<file path="config.mk">
export PLATFORM = sky130hd
export DESIGN_NAME = ps2_inreg
export DESIGN_NICKNAME = d
export VERILOG_FILES = /design/src/rtl/ps2_inreg.sv
export SDC_FILE = /design/constraint.sdc
export NUM_CORES = 1
export LEC_CHECK = 0
export BUFFER_PORTS_ARGS = -buffer_cell sky130_fd_sc_hd__buf_2
export CAP_MARGIN = 20
export CORE_UTILIZATION = 29
export CTS_BUF_LIST = sky130_fd_sc_hd__clkbuf_8
export DETAILED_ROUTE_END_ITERATION = 8
export PLACE_DENSITY_LB_ADDON = 0.15
export SETUP_SLACK_MARGIN = 0.15
export SLEW_MARGIN = 10
export SYNTH_ARGS = -nofsm -noshare
export SYNTH_HDL_FRONTEND = slang
export SYNTH_SLANG_ARGS = --single-unit
</file>
<file path="constraint.sdc">
create_clock -name clock -period 4.07 [get_ports clock]
set_input_delay 0.407 -clock clock [delete_from_list [all_inputs] [get_ports clock]]
set_output_delay 0.407 -clock clock [all_outputs]
set_load 0.02 [all_outputs]
</file>
<file path="src/rtl/ps2_inreg.sv">
// PS/2 keyboard receiver and Gigatron button mapper feeding the CPU inreg port.
// Ports: clock/reset, raw ps2_clk/ps2_data in; inreg (active-low), rx_byte, rx_valid, rx_error out.
module ps2_inreg #(
  parameter int FILTER  = 8,
  parameter int TIMEOUT = 50000
) (
  input  logic       clock,
  input  logic       reset,
  input  logic       ps2_clk,
  input  logic       ps2_data,
  output logic [7:0] inreg,
  output logic [7:0] rx_byte,
  output logic       rx_valid,
  output logic       rx_error
);

  localparam int FW = (FILTER > 1) ? $clog2(FILTER + 1) : 1;
  localparam int TW = $clog2(TIMEOUT + 1);

  typedef enum logic [1:0] {
    IDLE,
    DATA,
    PARITY,
    STOP
  } state_t;

  state_t        state;
  logic          clk_s1, clk_s2;
  logic          dat_s1, dat_s2;
  logic          fclk;
  logic [FW-1:0] fcnt;
  logic [TW-1:0] tcnt;
  logic [2:0]    bitcnt;
  logic [7:0]    shreg;
  logic          par;
  logic          ext, brk;
  logic          ev, tmo, good;
  logic          hit;
  logic [7:0]    mask;

  always_ff @(posedge clock or posedge reset) begin
    if (reset) begin
      clk_s1 <= 1'b1;
      clk_s2 <= 1'b1;
      dat_s1 <= 1'b1;
      dat_s2 <= 1'b1;
    end else begin
      clk_s1 <= ps2_clk;
      clk_s2 <= clk_s1;
      dat_s1 <= ps2_data;
      dat_s2 <= dat_s1;
    end
  end

  // fclk follows the synchronised clock only after FILTER
  // consecutive samples that differ from its current level.
  always_ff @(posedge clock or posedge reset) begin
    if (reset) begin
      fclk <= 1'b1;
      fcnt <= '0;
    end else if (clk_s2 == fclk) begin
      fcnt <= '0;
    end else if (fcnt == FW'(FILTER - 1)) begin
      fclk <= clk_s2;
      fcnt <= '0;
    end else begin
      fcnt <= fcnt + 1'b1;
    end
  end

  assign ev   = fclk && !clk_s2 && (fcnt == FW'(FILTER - 1));
  assign tmo  = (state != IDLE) && !ev && (tcnt == TW'(TIMEOUT - 1));
  assign good = dat_s2 && ^{shreg, par};

  function automatic logic [8:0] lookup(input logic e, input logic [7:0] b);
    logic [8:0] r;
    r = 9'h000;
    case ({e, b})
      9'h174:  r = 9'h101;
      9'h16B:  r = 9'h102;
      9'h172:  r = 9'h104;
      9'h175:  r = 9'h108;
      9'h05A:  r = 9'h110;
      9'h00D:  r = 9'h120;
      9'h01A:  r = 9'h140;
      9'h022:  r = 9'h180;
      default: r = 9'h000;
    endcase
    return r;
  endfunction

  assign {hit, mask} = lookup(ext, shreg);

  always_ff @(posedge clock or posedge reset) begin
    if (reset) begin
      state    <= IDLE;
      tcnt     <= '0;
      bitcnt   <= '0;
      shreg    <= '0;
      par      <= 1'b0;
      ext      <= 1'b0;
      brk      <= 1'b0;
      inreg    <= 8'hFF;
      rx_byte  <= 8'h00;
      rx_valid <= 1'b0;
      rx_error <= 1'b0;
    end else begin
      rx_valid <= 1'b0;
      rx_error <= 1'b0;

      if (state == IDLE || ev)
        tcnt <= '0;
      else if (tcnt != TW'(TIMEOUT))
        tcnt <= tcnt + 1'b1;

      if (tmo) begin
        state    <= IDLE;
        rx_error <= 1'b1;
        ext      <= 1'b0;
        brk      <= 1'b0;
      end else if (ev) begin
        unique case (state)
          IDLE: begin
            if (!dat_s2) begin
              state  <= DATA;
              bitcnt <= '0;
            end
          end
          DATA: begin
            shreg  <= {dat_s2, shreg[7:1]};
            bitcnt <= bitcnt + 3'd1;
            if (bitcnt == 3'd7)
              state <= PARITY;
          end
          PARITY: begin
            par   <= dat_s2;
            state <= STOP;
          end
          STOP: begin
            state <= IDLE;
            if (good) begin
              rx_byte  <= shreg;
              rx_valid <= 1'b1;
              if (shreg == 8'hE0) begin
                ext <= 1'b1;
              end else if (shreg == 8'hF0) begin
                brk <= 1'b1;
              end else begin
                if (hit)
                  inreg <= brk ? (inreg | mask) : (inreg & ~mask);
                ext <= 1'b0;
                brk <= 1'b0;
              end
            end else begin
              rx_error <= 1'b1;
              ext      <= 1'b0;
              brk      <= 1'b0;
            end
          end
          default: state <= IDLE;
        endcase
      end
    end
  end

endmodule
</file>
* After elaboration in Yosys (flattened, before gate mapping) *
Index checks and enable logic that the tools add are counted.

operators by class
  add/subtract/negate cells = 3
  divide/modulo/power cells = 0
  order comparisons = 0
  reduce and logical (&&, ||, !) cells = 24
  shift operators = 0
  mux-type cells = 33
  bitwise gates (word level) = 7
  eq/ne operators = 23
  multipliers = 0

operator list
  operator                                             count
  case mux 9 bit (8 select lines)                      1
  equality test 9 bit, second input constant           4
  2-to-1 mux 16 bit                                    2
  2-to-1 mux 1 bit                                     20
  adder 16 x 1 -> 16 bit, second input constant        1
  equality test 16 bit, second input constant          1
  equality test 8 bit, second input constant           2
  != test 16 bit, second input constant                1
  AND reduction 3 bit                                  5
  nonzero test 2 bit                                   5
  equality test 9 x 4 -> 1 bit, second input constant  1
  equality test 9 x 5 -> 1 bit, second input constant  1
  equality test 9 x 6 -> 1 bit, second input constant  1
  equality test 9 x 7 -> 1 bit, second input constant  1
  != test 3 bit, second input constant                 3
  XOR reduction 9 bit                                  1
  bitwise AND 8 bit                                    1
  2-to-1 mux 2 bit                                     4
  2-to-1 mux 4 bit                                     2
  2-to-1 mux 8 bit                                     1
  inverter 8 bit                                       1
  bitwise OR 8 bit                                     1
  case mux 2 bit (4 select lines)                      1
  AND reduction 4 bit                                  2
  18 further kinds                                     27

storage, ports and cells
  logic and storage cells = 107
  memories kept = 0
  latch bits = 0
  register bits after elaboration = 59
  input bits = 4
  ROM bits = 0
  RAM bits = 0

* Depth between registers and ports, before layout *
Gate-level depths: netlist of run 1.

  depth after elaboration = 8
  depth in mapped cells = 8
  depth with buffers taken out = 7

* Worst setup path before layout of run 1 *
No wires, ideal clock.

  kind = reg2reg
  start = register clk_s2
  end = register state[0]
  buffers on the path = 1
  path slack = 1,964 ps
  stages on the path, launching flop included = 9
  required time = 3,939 ps
  arrival = 1,975 ps
  period minus slack after synthesis = 2,106 ps
  path through = dfstp_2 > inv_1 > ha_1 > and4b_1 > or2_1 > clkbuf_1 > or4_1 > nand3_1 > o21ai_1

between the ends
  word-level cells in the longest chain between the ends = 8
  elaborated cells on any way between the ends = 11
  those cells by class = eq/ne (2); mux (1); reduce/logical (8)

ends and longest elaborated chain
  what                                                                         RTL line  source
  start: declaration                                                           28        logic clk_s1, clk_s2;
  start signal: assignment                                                     49        clk_s2 <= clk_s1;
  zero test 1 bit (*)                                                          71        assign ev = fclk && !clk_s2 && (fcnt == FW'(FILTER - 1));
  logical AND 1 bit (*) (2 in series)                                          71
  zero test 1 bit                                                              72        assign tmo = (state != IDLE) && !ev && (tcnt == TW'(TIMEOUT - 1));
  logical AND 1 bit (2 in series)                                              72
  != test 3 bit (no source line) / nonzero test 2 bit (equally long branches)  -
  AND reduction 3 bit (no source line)                                         -
  end signal: assignment                                                       96        state <= IDLE;
  end signal: assignment                                                       117       state <= IDLE;
  end signal: assignment                                                       125       state <= DATA;
  end: declaration                                                             27        state_t state;

Every way passes the cells marked *; elsewhere a longest branch is shown, timed or not.
A chain may end at the register's enable or synchronous reset.

* Final worst setup path of run 1 *
  start = register shreg[4]
  end = register rx_byte[4]

between the ends
  word-level cells in the longest chain between the ends = 3

ends and longest elaborated chain
  what                                  RTL line  source
  start: declaration                    34        logic [7:0] shreg;
  start signal: assignment              130       shreg <= {dat_s2, shreg[7:1]};
  XOR reduction 9 bit                   73        assign good = dat_s2 && ^{shreg, par};
  logical AND 1 bit                     73
  AND reduction 4 bit (no source line)  -
  end signal: assignment                142       rx_byte <= shreg;
  end: declaration                      12        output logic [7:0] rx_byte,

Several ways; a longest one is shown, not always the timed one.

==> out/metrics.json, run 1 <==
{
  "drcViolationCount": {"value": 0},
  "setup.worst_path.end": {"value": "rx_byte[4]$_DFFE_PP0P_"},
  "ir_drop": {"value": 0.000215, "unit": "V"},
  "synth_nets": {"value": 276},
  "synthCells": {"value": 262},
  "ctsHoldBuffers": {"value": 0},
  "pd_cells": {"value": 372, "unit": "nW/um2"},
  "placement_rows": {"value": 36},
  "cts.sinks": {"value": 59},
  "worst_slew_slack_as_a_fraction_of_its_limit": {"value": 49.6, "unit": "%"},
  "clk_pin_slew_worst_paths": {"value": 0.07, "unit": "ns"},
  "postCtsResizedCells": {"value": 0},
  "top_level_ports": {"value": 22},
  "crit_chain": {"value": "xnor2_2 > xnor3_2 > xnor2_2 > and3_1 > mux2_4"},
  "worstSkewPairLatency": {"value": 0.33, "unit": "ns"},
  "chipWidth": {"value": 103, "unit": "um"},
  "top_layer_reached_by_signal_wires": {"value": "met4"},
  "met2_length": {"value": 2470, "unit": "um"},
  "most_used_flip_flop_cell_after_synthesis": {"value": "sky130_fd_sc_hd__dfrtp_1"},
  "synth_async_sr_flop_share": {"value": 100, "unit": "%"},
  "path_common_cell": {"value": "sky130_fd_sc_hd__xnor2_2"},
  "diodes": {"value": 0},
  "final_util": {"value": 34.5, "unit": "%"},
  "cp_slowest_cell": {"value": "sky130_fd_sc_hd__dfrtp_1"},
  "ff2ff_path_depth": {"value": 5},
  "setup-violations-final": {"value": 0},
  "critical_path_depth": {"value": 5},
  "worst_slack": {"value": 1.29, "unit": "ns"},
  "timing_hold_violations_final": {"value": 0},
  "crit_fanout": {"value": 13},
  "synthToLayoutAreaGrowth": {"value": 14.8, "unit": "%"},
  "finClkSkew": {"value": 0.00766, "unit": "ns"},
  "power_leakage": {"value": 1.55, "unit": "nW"},
  "slew_violations": {"value": 0},
  "dp_slack": {"value": 1.27, "unit": "ns"},
  "fin_tns_setup": {"value": 0, "unit": "ns"},
  "synthTopCellsByCount": {"value": "sky130_fd_sc_hd__dfrtp_1 (46), sky130_fd_sc_hd__nor2_1 (24), sky130_fd_sc_hd__nand2_1 (20)"},
  "worstSetupStartpoint": {"value": "shreg[4]$_DFFE_PP0P_"},
  "postSynthAreaPerCell": {"value": 11.3, "unit": "um2"},
  "finish.net_count": {"value": 298},
  "routedWlPerCell": {"value": 12.9, "unit": "um"},
  "place.gp.congestion": {"value": 0.732},
  "finalPower": {"value": 1.26, "unit": "mW"},
  "clock.fmax": {"value": 0.359, "unit": "GHz"},
  "routed_via_density": {"value": 4.68},
  "tightest_slew": {"value": 0.756, "unit": "ns"},
  "critical_path_class": {"value": "reg2reg"},
  "detailed_place_hpwl": {"value": 3600, "unit": "um"},
  "hold_path_class": {"value": "in2reg"},
  "outcome": {"value": "finished, final reports clean"},
  "yosysSeqAreaShare": {"value": 50.6, "unit": "%"},
  "cts-htree-levels": {"value": 3},
  "grt_start_max_net_pins": {"value": 60},
  "yosys_warnings": {"value": 0},
  "syn_area": {"value": 2950, "unit": "um2"},
  "antenna_violating_nets_post_route": {"value": 0},
  "fp.coreArea": {"value": 9820, "unit": "um2"},
  "met1Wirelength": {"value": 2700, "unit": "um"},
  "synth_largest_type_area_fraction": {"value": 39.0, "unit": "%"},
  "clk_root_buffer_cell": {"value": "sky130_fd_sc_hd__clkbuf_8"},
  "synth_top_area_cell": {"value": "sky130_fd_sc_hd__dfrtp_1"},
  "die-height": {"value": 103, "unit": "um"},
  "hold_ws": {"value": 0.166, "unit": "ns"},
  "number_of_flops_mapped_to_enable_cells_by_yosys": {"value": 0},
  "worst_setup_path_end_kind": {"value": "flip-flop"},
  "rrSetupSlack": {"value": 1.29, "unit": "ns"},
  "critical_path.startpoint_type": {"value": "flip-flop"},
  "cp.buffers_inverters": {"value": 0},
  "drive_above_1_share": {"value": 26.3, "unit": "%"},
  "r2r-end": {"value": "rx_byte[4]$_DFFE_PP0P_"},
  "path_delay_family": {"value": "XOR/XNOR gates"},
  "critical-path-max-stage-delay": {"value": 0.60, "unit": "ns"},
  "cts.repair_timing.setup_buffer_count": {"value": 0},
  "cap_violations": {"value": 0},
  "die_area": {"value": 10600, "unit": "um2"},
  "shortest_clock_period_the_worst_path_allows_after_layout": {"value": 2.78, "unit": "ns"},
  "dr.pass1.iters": {"value": 4},
  "final_min_period_over_clock_period": {"value": 68.4, "unit": "%"},
  "rsz0062_at_grt": {"value": "false"},
  "met3_wirelength": {"value": 231, "unit": "um"},
  "grt.overflow.total": {"value": 0},
  "antenna_found_initial": {"value": 0},
  "cts_made_buffers": {"value": 9},
  "io_buffer_count": {"value": 21},
  "drt_first_iter_violations": {"value": 64},
  "initial_core_util": {"value": 30.1, "unit": "%"},
  "cts_buffer_depth": {"value": 2},
  "wirelength": {"value": 5450, "unit": "um"},
  "critPathRequiredTime": {"value": 4.29, "unit": "ns"},
  "synth_most_common_cell": {"value": "sky130_fd_sc_hd__dfrtp_1"},
  "synth.lib_cells_used.distinct": {"value": 47},
  "worst-endpoint-arrival": {"value": 3.00, "unit": "ns"},
  "via_count_of_the_first_global_routing_pass": {"value": 1851},
  "grt_pass1_wl": {"value": 9180, "unit": "um"},
  "gr-usage-all-layers": {"value": 11.5, "unit": "%"},
  "synth_area_leaders": {"value": "sky130_fd_sc_hd__dfrtp_1 (39%), sky130_fd_sc_hd__dfstp_2 (12%), sky130_fd_sc_hd__mux2_4 (5.6%)"},
  "ys_ff_latch": {"value": 59},
  "vias": {"value": 1975},
  "cts_tree": {"value": "built"},
  "r2r_path_start": {"value": "shreg[4]$_DFFE_PP0P_"}
}
==> per-layer routing <==
metal  vias to the layer above  GRT usage, %
li1                        958             -
met1                       971          15.3
met2                        41          17.7
met3                         5          4.07
met4                         0          3.47
met5                         -             0
==> metrics by stage <==
stage / std cells / area (um2)
after floorplan: 262 / 2950
after CTS: 422 / 3390
final: 422 / 3390
after detailed placement: 406 / 3160
after global placement: 406 / 3160
after global routing: 422 / 3390
==> cell families after synthesis <==
| group | after synthesis | synth area share, % |
|---|---|---|
| compound gates | 24 | 4.87 |
| xor+xnor | 21 | 7.25 |
| fa+ha+maj | 10 | 4.24 |
| buf+inv | 21 | 3.60 |
| flops | 59 | 50.6 |
| mux | 25 | 10.8 |
| simple gates | 102 | 18.6 |
==> worst min-delay path by stage <==
stage / slack [ns] / endpoint / start / cells after the start
finish: 0.17 / clk_s1$_DFF_PP1_ / ps2_clk / 1
global route: 0.14 / dat_s1$_DFF_PP1_ / ps2_data / 1
CTS: 0.15 / clk_s1$_DFF_PP1_ / ps2_clk / 1
detailed placement: 0.35 / clk_s2$_DFF_PP1_ / clk_s1$_DFF_PP1_ / 0
global placement: 0.35 / clk_s2$_DFF_PP1_ / clk_s1$_DFF_PP1_ / 0
floorplan: 0.35 / clk_s2$_DFF_PP1_ / clk_s1$_DFF_PP1_ / 0
==> worst register-to-register path, delay by kind of cell, from the launching register on <==
kind	cells	cell delay, ns
xor gates and xnor gates	3	1.13
muxes	1	0.35
DFF	1	0.60
and+or+nand+nor	1	0.60
==> report_power, final <==
part	total [mW]	internal, mW	leakage [nW]	switching, mW
combinational	0.0427	0.0161	0.654	0.0266
clock	0.604	0.375	0.119	0.229
sequential	0.614	0.603	0.775	0.0109
total	1.26	0.994	1.55	0.267
==> cell type report <==
type	count	area, um2
multi-input cells	182	1350
inverters	10	37.5
flip-flops and latches	59	1490
clock buffers	11	151
well taps	133	166
fillers	1058	6430
repair buffers	22	113
clock inverters	5	75.1
==> placed cells by master, fill, tap and decap left out, drive strengths merged, types with 6 or more instances in the layout <==
cell type / count
and3: 6
clkbuf: 11
xor2: 7
dfstp: 13
nand3: 16
nand4: 8
mux2: 23
o21ai: 8
buf: 22
xnor2: 13
nand2: 20
dfrtp: 46
ha: 10
nor2: 24
inv: 10
No activity file was read; power rests on OpenSTA's default activity.
==> run 2, diff against run 1 <==
==> constraint.sdc (replaced) <==
create_clock -name clock -period 2.6 [get_ports clock]
set_input_delay 0.26 -clock clock [delete_from_list [all_inputs] [get_ports clock]]
set_output_delay 0.26 -clock clock [all_outputs]
set_load 0.02 [all_outputs]
==> out/metrics.json, run 2 (synthesis gave the netlist of run 1 again) <==
{
  "drive_above_1_share": {"value": 27.9, "unit": "%", "change": "+1.6 points"},
  "timing_hold_violations_final": {"value": 0, "change": "unchanged"},
  "routed_via_density": {"value": 4.59, "change": "-1.9%"},
  "cts_buffer_depth": {"value": 2, "change": "unchanged"},
  "tightest_slew": {"value": 0.582, "unit": "ns", "change": "-0.175 ns"},
  "fp.coreArea": {"value": 9820, "unit": "um2", "change": "unchanged"},
  "antenna_found_initial": {"value": 0, "change": "unchanged"},
  "antenna_violating_nets_post_route": {"value": 0, "change": "unchanged"},
  "critPathRequiredTime": {"value": 2.81, "unit": "ns", "change": "-1.48 ns"},
  "top_level_ports": {"value": 22, "change": "unchanged"},
  "grt_start_max_net_pins": {"value": 35, "change": "-42%"},
  "grt_pass1_wl": {"value": 9740, "unit": "um", "change": "+6.2%"},
  "wirelength": {"value": 5480, "unit": "um", "change": "+0.39%"},
  "final_util": {"value": 35.4, "unit": "%", "change": "+0.87 points"},
  "ir_drop": {"value": 0.000343, "unit": "V", "change": "+59%"},
  "worst_slew_slack_as_a_fraction_of_its_limit": {"value": 61.2, "unit": "%", "change": "+12 points"},
  "die-height": {"value": 103, "unit": "um", "change": "unchanged"},
  "critical_path_class": {"value": "reg2reg"},
  "postCtsResizedCells": {"value": 0, "change": "unchanged"},
  "synthToLayoutAreaGrowth": {"value": 17.7, "unit": "%"},
  "chipWidth": {"value": 103, "unit": "um", "change": "unchanged"},
  "power_leakage": {"value": 1.59, "unit": "nW", "change": "+2.5%"},
  "fin_tns_setup": {"value": 0, "unit": "ns", "change": "unchanged"},
  "cts_made_buffers": {"value": 9, "change": "unchanged"},
  "place.gp.congestion": {"value": 0.761, "change": "+4.0%"},
  "die_area": {"value": 10600, "unit": "um2", "change": "unchanged"},
  "finish.net_count": {"value": 307, "change": "+3.0%"},
  "placement_rows": {"value": 36, "change": "unchanged"},
  "hold_path_class": {"value": "in2reg"},
  "shortest_clock_period_the_worst_path_allows_after_layout": {"value": 2.11, "unit": "ns", "change": "-0.679 ns"},
  "io_buffer_count": {"value": 21, "change": "unchanged"},
  "cp_slowest_cell": {"value": "sky130_fd_sc_hd__or4_1"},
  "clk_root_buffer_cell": {"value": "sky130_fd_sc_hd__clkbuf_8"},
  "diodes": {"value": 0, "change": "unchanged"},
  "cap_violations": {"value": 0, "change": "unchanged"},
  "cts-htree-levels": {"value": 3, "change": "unchanged"},
  "initial_core_util": {"value": 30.1, "unit": "%", "change": "unchanged"},
  "critical_path.startpoint_type": {"value": "flip-flop"},
  "rsz0062_at_grt": {"value": "false"},
  "clk_pin_slew_worst_paths": {"value": 0.07, "unit": "ns", "change": "about the same"},
  "gr-usage-all-layers": {"value": 12.1, "unit": "%", "change": "+0.58 points"},
  "grt.overflow.total": {"value": 0, "change": "unchanged"},
  "crit_fanout": {"value": 5, "change": "-8"},
  "share_comb_of_total_power": {"value": 3.7, "unit": "%", "change": "+0.3 points"},
  "routedWlPerCell": {"value": 12.7, "unit": "um", "change": "-1.7%"},
  "cts_tree": {"value": "built"},
  "dr.pass1.iters": {"value": 4, "change": "unchanged"},
  "drt_first_iter_violations": {"value": 128, "change": "+100%"},
  "pd_cells": {"value": 567, "unit": "nW/um2", "change": "+52%"},
  "dp_slack": {"value": 0.488, "unit": "ns", "change": "-0.785 ns"},
  "drcViolationCount": {"value": 0, "change": "unchanged"},
  "clock.fmax": {"value": 0.475, "unit": "GHz", "change": "+32%"},
  "via_count_of_the_first_global_routing_pass": {"value": 2032, "change": "+9.8%"},
  "worst_setup_path_end_kind": {"value": "flip-flop"},
  "power.switching": {"value": 0.431, "unit": "mW", "change": "+62%"},
  "layout.cells.most_common": {"value": "sky130_fd_sc_hd__dfrtp_1"},
  "detailed_place_hpwl": {"value": 3780, "unit": "um", "change": "+5.0%"},
  "mostFrequentLayoutCells": {"value": "sky130_fd_sc_hd__dfrtp_1 (46), sky130_fd_sc_hd__nor2_1 (24), sky130_fd_sc_hd__buf_2 (21)"},
  "p_sw_share": {"value": 21.9, "unit": "%", "change": "+0.74 points"},
  "final_min_period_over_clock_period": {"value": 81.0, "unit": "%", "change": "+13 points"},
  "crit_chain": {"value": "inv_1 > ha_1 > and4b_1 > or2_1 > or4_1 > nand3_1 > o21ai_1"},
  "hold_ws": {"value": 0.0244, "unit": "ns", "change": "-0.142 ns"},
  "worst-endpoint-arrival": {"value": 2.32, "unit": "ns", "change": "-0.68 ns"},
  "cts.sinks": {"value": 59, "change": "unchanged"},
  "worst_slack": {"value": 0.494, "unit": "ns", "change": "-0.791 ns"},
  "setup-violations-final": {"value": 0, "change": "unchanged"},
  "vias": {"value": 1978, "change": "+0.15%"},
  "critical-path-max-stage-delay": {"value": 0.60, "unit": "ns", "change": "about the same"},
  "seqPwrFrac": {"value": 48.8, "unit": "%", "change": "about the same"},
  "filler_cell_count": {"value": 1034, "change": "-2.3%"},
  "outcome": {"value": "finished, final reports clean"},
  "finClkSkew": {"value": 0.00669, "unit": "ns", "change": "-0.000970 ns"},
  "p_clk_share": {"value": 47.5, "unit": "%", "change": "-0.4 points"},
  "slew_violations": {"value": 0, "change": "unchanged"},
  "p_int": {"value": 1.54, "unit": "mW", "change": "+55%"},
  "worstSkewPairLatency": {"value": 0.33, "unit": "ns", "change": "about the same"}
}
[run 2: cell count changes in the layout (fill, tap and decap cells not counted), moves of 2 or more]
| cell | delta |
|---|---|
| sky130_fd_sc_hd__buf_4 | +6 |
| sky130_fd_sc_hd__clkinv_2 | -2 |
| sky130_fd_sc_hd__clkinvlp_4 | +2 |
| sky130_fd_sc_hd__dlygate4sd3_1 | +2 |
[run 2: power by group through the flow]
| stage | clock (mW) | sequential [mW] | combinational (mW) |
|---|---|---|---|
| after detailed placement | 0 | 0.977 | 0.0729 |
| after floorplan | 0 | 0.972 | 0.0536 |
| after global routing | 1.01 | 0.964 | 0.0866 |
| after CTS | 0.980 | 0.961 | 0.0740 |
| after global placement | 0 | 0.978 | 0.0726 |
| final | 0.937 | 0.961 | 0.0721 |
[run 2: critical path: cells and delay by family, from the launching register on]
| family | cells | cell delay (ns) |
|---|---|---|
| AO/OA/AOI/OAI | 1 | 0.06 |
| adder cells (fa/ha/maj) | 1 | 0.19 |
| AND/OR/NAND/NOR | 4 | 1.19 |
| flip-flops | 1 | 0.51 |
| buffers and inverters | 1 | 0.05 |
[run 2: layout make-up]
type	instances	area [um2]	share of cell area, %
clock buffer	10	138	3.96
clock inverter	6	88.8	2.56
inverter	10	37.5	1.08
timing repair buffer	31	198	5.69
tap	133	166	4.79
multi-input combinational	182	1350	39.0
sequential	59	1490	43.0
[run 2: final timing paths]
kind / from / to / slack [ns] / cells after the start
worst min-delay path: ps2_data / dat_s1$_DFF_PP1_ / 0.02 / 1
worst max register to register: clk_s2$_DFF_PP1_ / state[0]$_DFFE_PP0P_ / 0.49 / 7
min in group asynchronous: reset / rx_byte[4]$_DFFE_PP0P_ / 0.53 / 3
max in group asynchronous: reset / clk_s1$_DFF_PP1_ / 1.42 / 4
worst max-delay path: clk_s2$_DFF_PP1_ / state[0]$_DFFE_PP0P_ / 0.49 / 7
worst min register to register: clk_s1$_DFF_PP1_ / clk_s2$_DFF_PP1_ / 0.36 / 0
[run 2: timing repair]
item / CTS / global route
hold endpoints to repair: 20 / 1
hold buffers: 1 / 1
setup buffers: 0 / 0
[run 2: metrics by stage]
stage / area (um2) / instances / total power, mW
finish: 3470 / 431 / 1.97
global route: 3470 / 431 / 2.06
CTS: 3460 / 430 / 2.02
detailed placement: 3230 / 413 / 1.05
global placement: 3230 / 413 / 1.05
floorplan: 2950 / 262 / 1.03
[run 2: metal layers]
layer	vias to the layer above	track usage, %	wire, um
li1	983	-	-
met1	951	15.0	2650
met2	35	19.9	2540
met3	9	3.66	207
met4	0	4.55	74
met5	-	0	0
==> run 3, diff against run 2 <==
==> constraint.sdc (replaced) <==
create_clock -name clock -period 2.16 [get_ports clock]
set_input_delay 0.216 -clock clock [delete_from_list [all_inputs] [get_ports clock]]
set_output_delay 0.216 -clock clock [all_outputs]
set_load 0.02 [all_outputs]
==> out/metrics.json, run 3 (synthesis gave the netlist of run 1 again) <==
{
  "outcome": {"value": "finished, final reports clean"},
  "drt_first_iter_violations": {"value": 100, "change": "-22%"},
  "via_count_of_the_first_global_routing_pass": {"value": 2115, "change": "+4.1%"},
  "cts_buffer_depth": {"value": 2, "change": "unchanged"},
  "cts.sinks": {"value": 59, "change": "unchanged"},
  "p_clk_share": {"value": 46.9, "unit": "%", "change": "-0.6 points"},
  "antenna_found_initial": {"value": 0, "change": "unchanged"},
  "wirelength": {"value": 5820, "unit": "um", "change": "+6.2%"},
  "p_sw_share": {"value": 22.9, "unit": "%", "change": "+0.98 points"},
  "top_level_ports": {"value": 22, "change": "unchanged"},
  "r2r_path_start": {"value": "clk_s2$_DFF_PP1_"},
  "crit_fanout": {"value": 5, "change": "unchanged"},
  "worst_slew_slack_as_a_fraction_of_its_limit": {"value": 63.5, "unit": "%", "change": "+2.3 points"},
  "min_delay_path_depth": {"value": 0, "change": "-1"},
  "synthToLayoutAreaGrowth": {"value": 22.9, "unit": "%"},
  "r2r-end": {"value": "brk$_DFFE_PP0P_"},
  "power.switching": {"value": 0.542, "unit": "mW", "change": "+26%"},
  "slew_violations": {"value": 0, "change": "unchanged"},
  "seqPwrFrac": {"value": 49.0, "unit": "%", "change": "+0.2 points"},
  "routedWlPerCell": {"value": 13.2, "unit": "um", "change": "+4.1%"},
  "detailed_place_hpwl": {"value": 3980, "unit": "um", "change": "+5.3%"},
  "tightest_slew": {"value": 0.545, "unit": "ns", "change": "-0.0362 ns"},
  "cts_made_buffers": {"value": 9, "change": "unchanged"},
  "shortest_clock_period_the_worst_path_allows_after_layout": {"value": 2.03, "unit": "ns", "change": "-0.0736 ns"},
  "fp.coreArea": {"value": 9820, "unit": "um2", "change": "unchanged"},
  "stdcell_count": {"value": 440, "change": "+2.1%"},
  "cts-htree-levels": {"value": 3, "change": "unchanged"},
  "grt.overflow.total": {"value": 0, "change": "unchanged"},
  "worst_setup_path_end_kind": {"value": "flip-flop"},
  "fin_tns_setup": {"value": 0, "unit": "ns", "change": "unchanged"},
  "critical_path_class": {"value": "reg2reg"},
  "place.gp.congestion": {"value": 0.730, "change": "-4.0%"},
  "grt_pass1_wl": {"value": 10200, "unit": "um", "change": "+4.4%"},
  "vias": {"value": 2044, "change": "+3.3%"},
  "worstSkewPairLatency": {"value": 0.34, "unit": "ns", "change": "about the same"},
  "power_leakage": {"value": 1.65, "unit": "nW", "change": "+3.6%"},
  "chipWidth": {"value": 103, "unit": "um", "change": "unchanged"},
  "antenna_violating_nets_post_route": {"value": 0, "change": "unchanged"},
  "cts_tree": {"value": "built"},
  "clk_pin_slew_worst_paths": {"value": 0.07, "unit": "ns", "change": "about the same"},
  "drcViolationCount": {"value": 0, "change": "unchanged"},
  "initial_core_util": {"value": 30.1, "unit": "%", "change": "unchanged"},
  "dr.pass1.iters": {"value": 4, "change": "unchanged"},
  "gr-usage-all-layers": {"value": 12.9, "unit": "%", "change": "+0.73 points"},
  "mostFrequentLayoutCells": {"value": "sky130_fd_sc_hd__dfrtp_1 (46), sky130_fd_sc_hd__nor2_1 (23), sky130_fd_sc_hd__buf_2 (21)"},
  "hold_path.startpoint": {"value": "clk_s1$_DFF_PP1_"},
  "critical_path.startpoint_type": {"value": "flip-flop"},
  "layout.cells.most_common": {"value": "sky130_fd_sc_hd__dfrtp_1"},
  "finish.net_count": {"value": 316, "change": "+2.9%"},
  "diodes": {"value": 0, "change": "unchanged"},
  "ff2ff_path_depth": {"value": 7, "change": "unchanged"},
  "worst-endpoint-arrival": {"value": 2.25, "unit": "ns", "change": "-0.07 ns"},
  "die_area": {"value": 10600, "unit": "um2", "change": "unchanged"},
  "final_min_period_over_clock_period": {"value": 94.1, "unit": "%", "change": "+13 points"},
  "hold_path_class": {"value": "reg2reg"},
  "finClkSkew": {"value": 0.0115, "unit": "ns", "change": "+0.00479 ns"},
  "rsz0062_at_grt": {"value": "true"},
  "rrSetupSlack": {"value": 0.13, "unit": "ns", "change": "-0.37 ns"},
  "filler_cell_count": {"value": 1007, "change": "-2.6%"},
  "critPathRequiredTime": {"value": 2.38, "unit": "ns", "change": "-0.43 ns"},
  "setup-violations-final": {"value": 0, "change": "unchanged"},
  "pd_cells": {"value": 653, "unit": "nW/um2", "change": "+15%"},
  "place.detailed.instances": {"value": 420, "change": "+1.7%"},
  "ir_drop": {"value": 0.000352, "unit": "V", "change": "+2.6%"},
  "hold_ws": {"value": 0.356, "unit": "ns", "change": "+0.332 ns"},
  "hold-path-endpoint": {"value": "clk_s2$_DFF_PP1_"},
  "cap_violations": {"value": 0, "change": "unchanged"},
  "p_int": {"value": 1.83, "unit": "mW", "change": "+19%"},
  "die-height": {"value": 103, "unit": "um", "change": "unchanged"},
  "drive_above_1_share": {"value": 35.2, "unit": "%", "change": "+7.3 points"},
  "io_buffer_count": {"value": 21, "change": "unchanged"},
  "share_comb_of_total_power": {"value": 4.1, "unit": "%", "change": "+0.4 points"},
  "grt_start_max_net_pins": {"value": 26, "change": "-26%"},
  "clock.fmax": {"value": 0.492, "unit": "GHz", "change": "+3.6%"},
  "routed_via_density": {"value": 4.65, "change": "+1.2%"},
  "clk_root_buffer_cell": {"value": "sky130_fd_sc_hd__clkbuf_8"},
  "placement_rows": {"value": 36, "change": "unchanged"},
  "timing_hold_violations_final": {"value": 0, "change": "unchanged"}
}
[run 3: routing by layer]
layer / vias up / wire length [um] / track usage, %
met5: - / 0 / 0
met4: 0 / 100 / 5.96
met3: 9 / 238 / 3.93
met2: 47 / 2730 / 20.6
met1: 992 / 2750 / 15.9
li1: 996 / - / -
[run 3: power by group through the flow]
stage / Clock (mW) / Combinational (mW) / Sequential (mW)
floorplan: 0 / 0.0648 / 1.17
global placement: 0 / 0.0883 / 1.18
detailed placement: 0 / 0.0904 / 1.18
CTS: 1.15 / 0.0944 / 1.16
global route: 1.21 / 0.116 / 1.16
finish: 1.11 / 0.0969 / 1.16
[run 3: critical path, cell delays in order, from the launching register on]
cell and delay, ns:
sky130_fd_sc_hd__dfstp_2 0.52, sky130_fd_sc_hd__inv_2 0.04, sky130_fd_sc_hd__ha_4 0.14, sky130_fd_sc_hd__and4b_2 0.23, sky130_fd_sc_hd__or2_1 0.25, sky130_fd_sc_hd__or4_4 0.57
sky130_fd_sc_hd__nand2_2 0.09, sky130_fd_sc_hd__o22ai_2 0.07
[run 3: stage by stage]
step                cell area [um2]  utilization [%]  power [mW]  setup slack (ns)
floorplan                      2970                -        1.24             0.151
global placement               3300             33.6        1.27             0.197
detailed placement             3300             33.6        1.27             0.166
CTS                            3540             36.1        2.40             0.153
global route                   3630             37.0        2.49            0.0715
finish                         3630             37.0        2.37             0.128
[run 3: worst max path at each step]
stage | depth (start not counted) | to | slack (ns) | from
floorplan | 8 | state[0]$_DFFE_PP0P_ | 0.15 | clk_s2$_DFF_PP1_
global placement | 7 | state[0]$_DFFE_PP0P_ | 0.20 | clk_s2$_DFF_PP1_
detailed placement | 7 | state[1]$_DFFE_PP0P_ | 0.17 | clk_s2$_DFF_PP1_
CTS | 7 | brk$_DFFE_PP0P_ | 0.15 | clk_s2$_DFF_PP1_
global route | 7 | state[1]$_DFFE_PP0P_ | 0.07 | clk_s2$_DFF_PP1_
finish | 7 | brk$_DFFE_PP0P_ | 0.13 | clk_s2$_DFF_PP1_
[run 3: layout make-up]
type / count / area [um2] / share of cell area, %
well taps: 133 / 166 / 4.59
flip-flops and latches: 59 / 1490 / 41.1
clock inverters: 7 / 91.3 / 2.52
multi-input cells: 182 / 1430 / 39.5
inverters: 10 / 37.5 / 1.03
clock buffers: 9 / 124 / 3.41
repair buffers: 40 / 284 / 7.83
[run 3: what timing repair did]
item | CTS | global route
resized for setup | 0 | 18
endpoints found under the hold margin | 14 | 0
setup buffers | 0 | 1
hold buffers | 3 | 0
setup endpoints to repair | 0 | 24
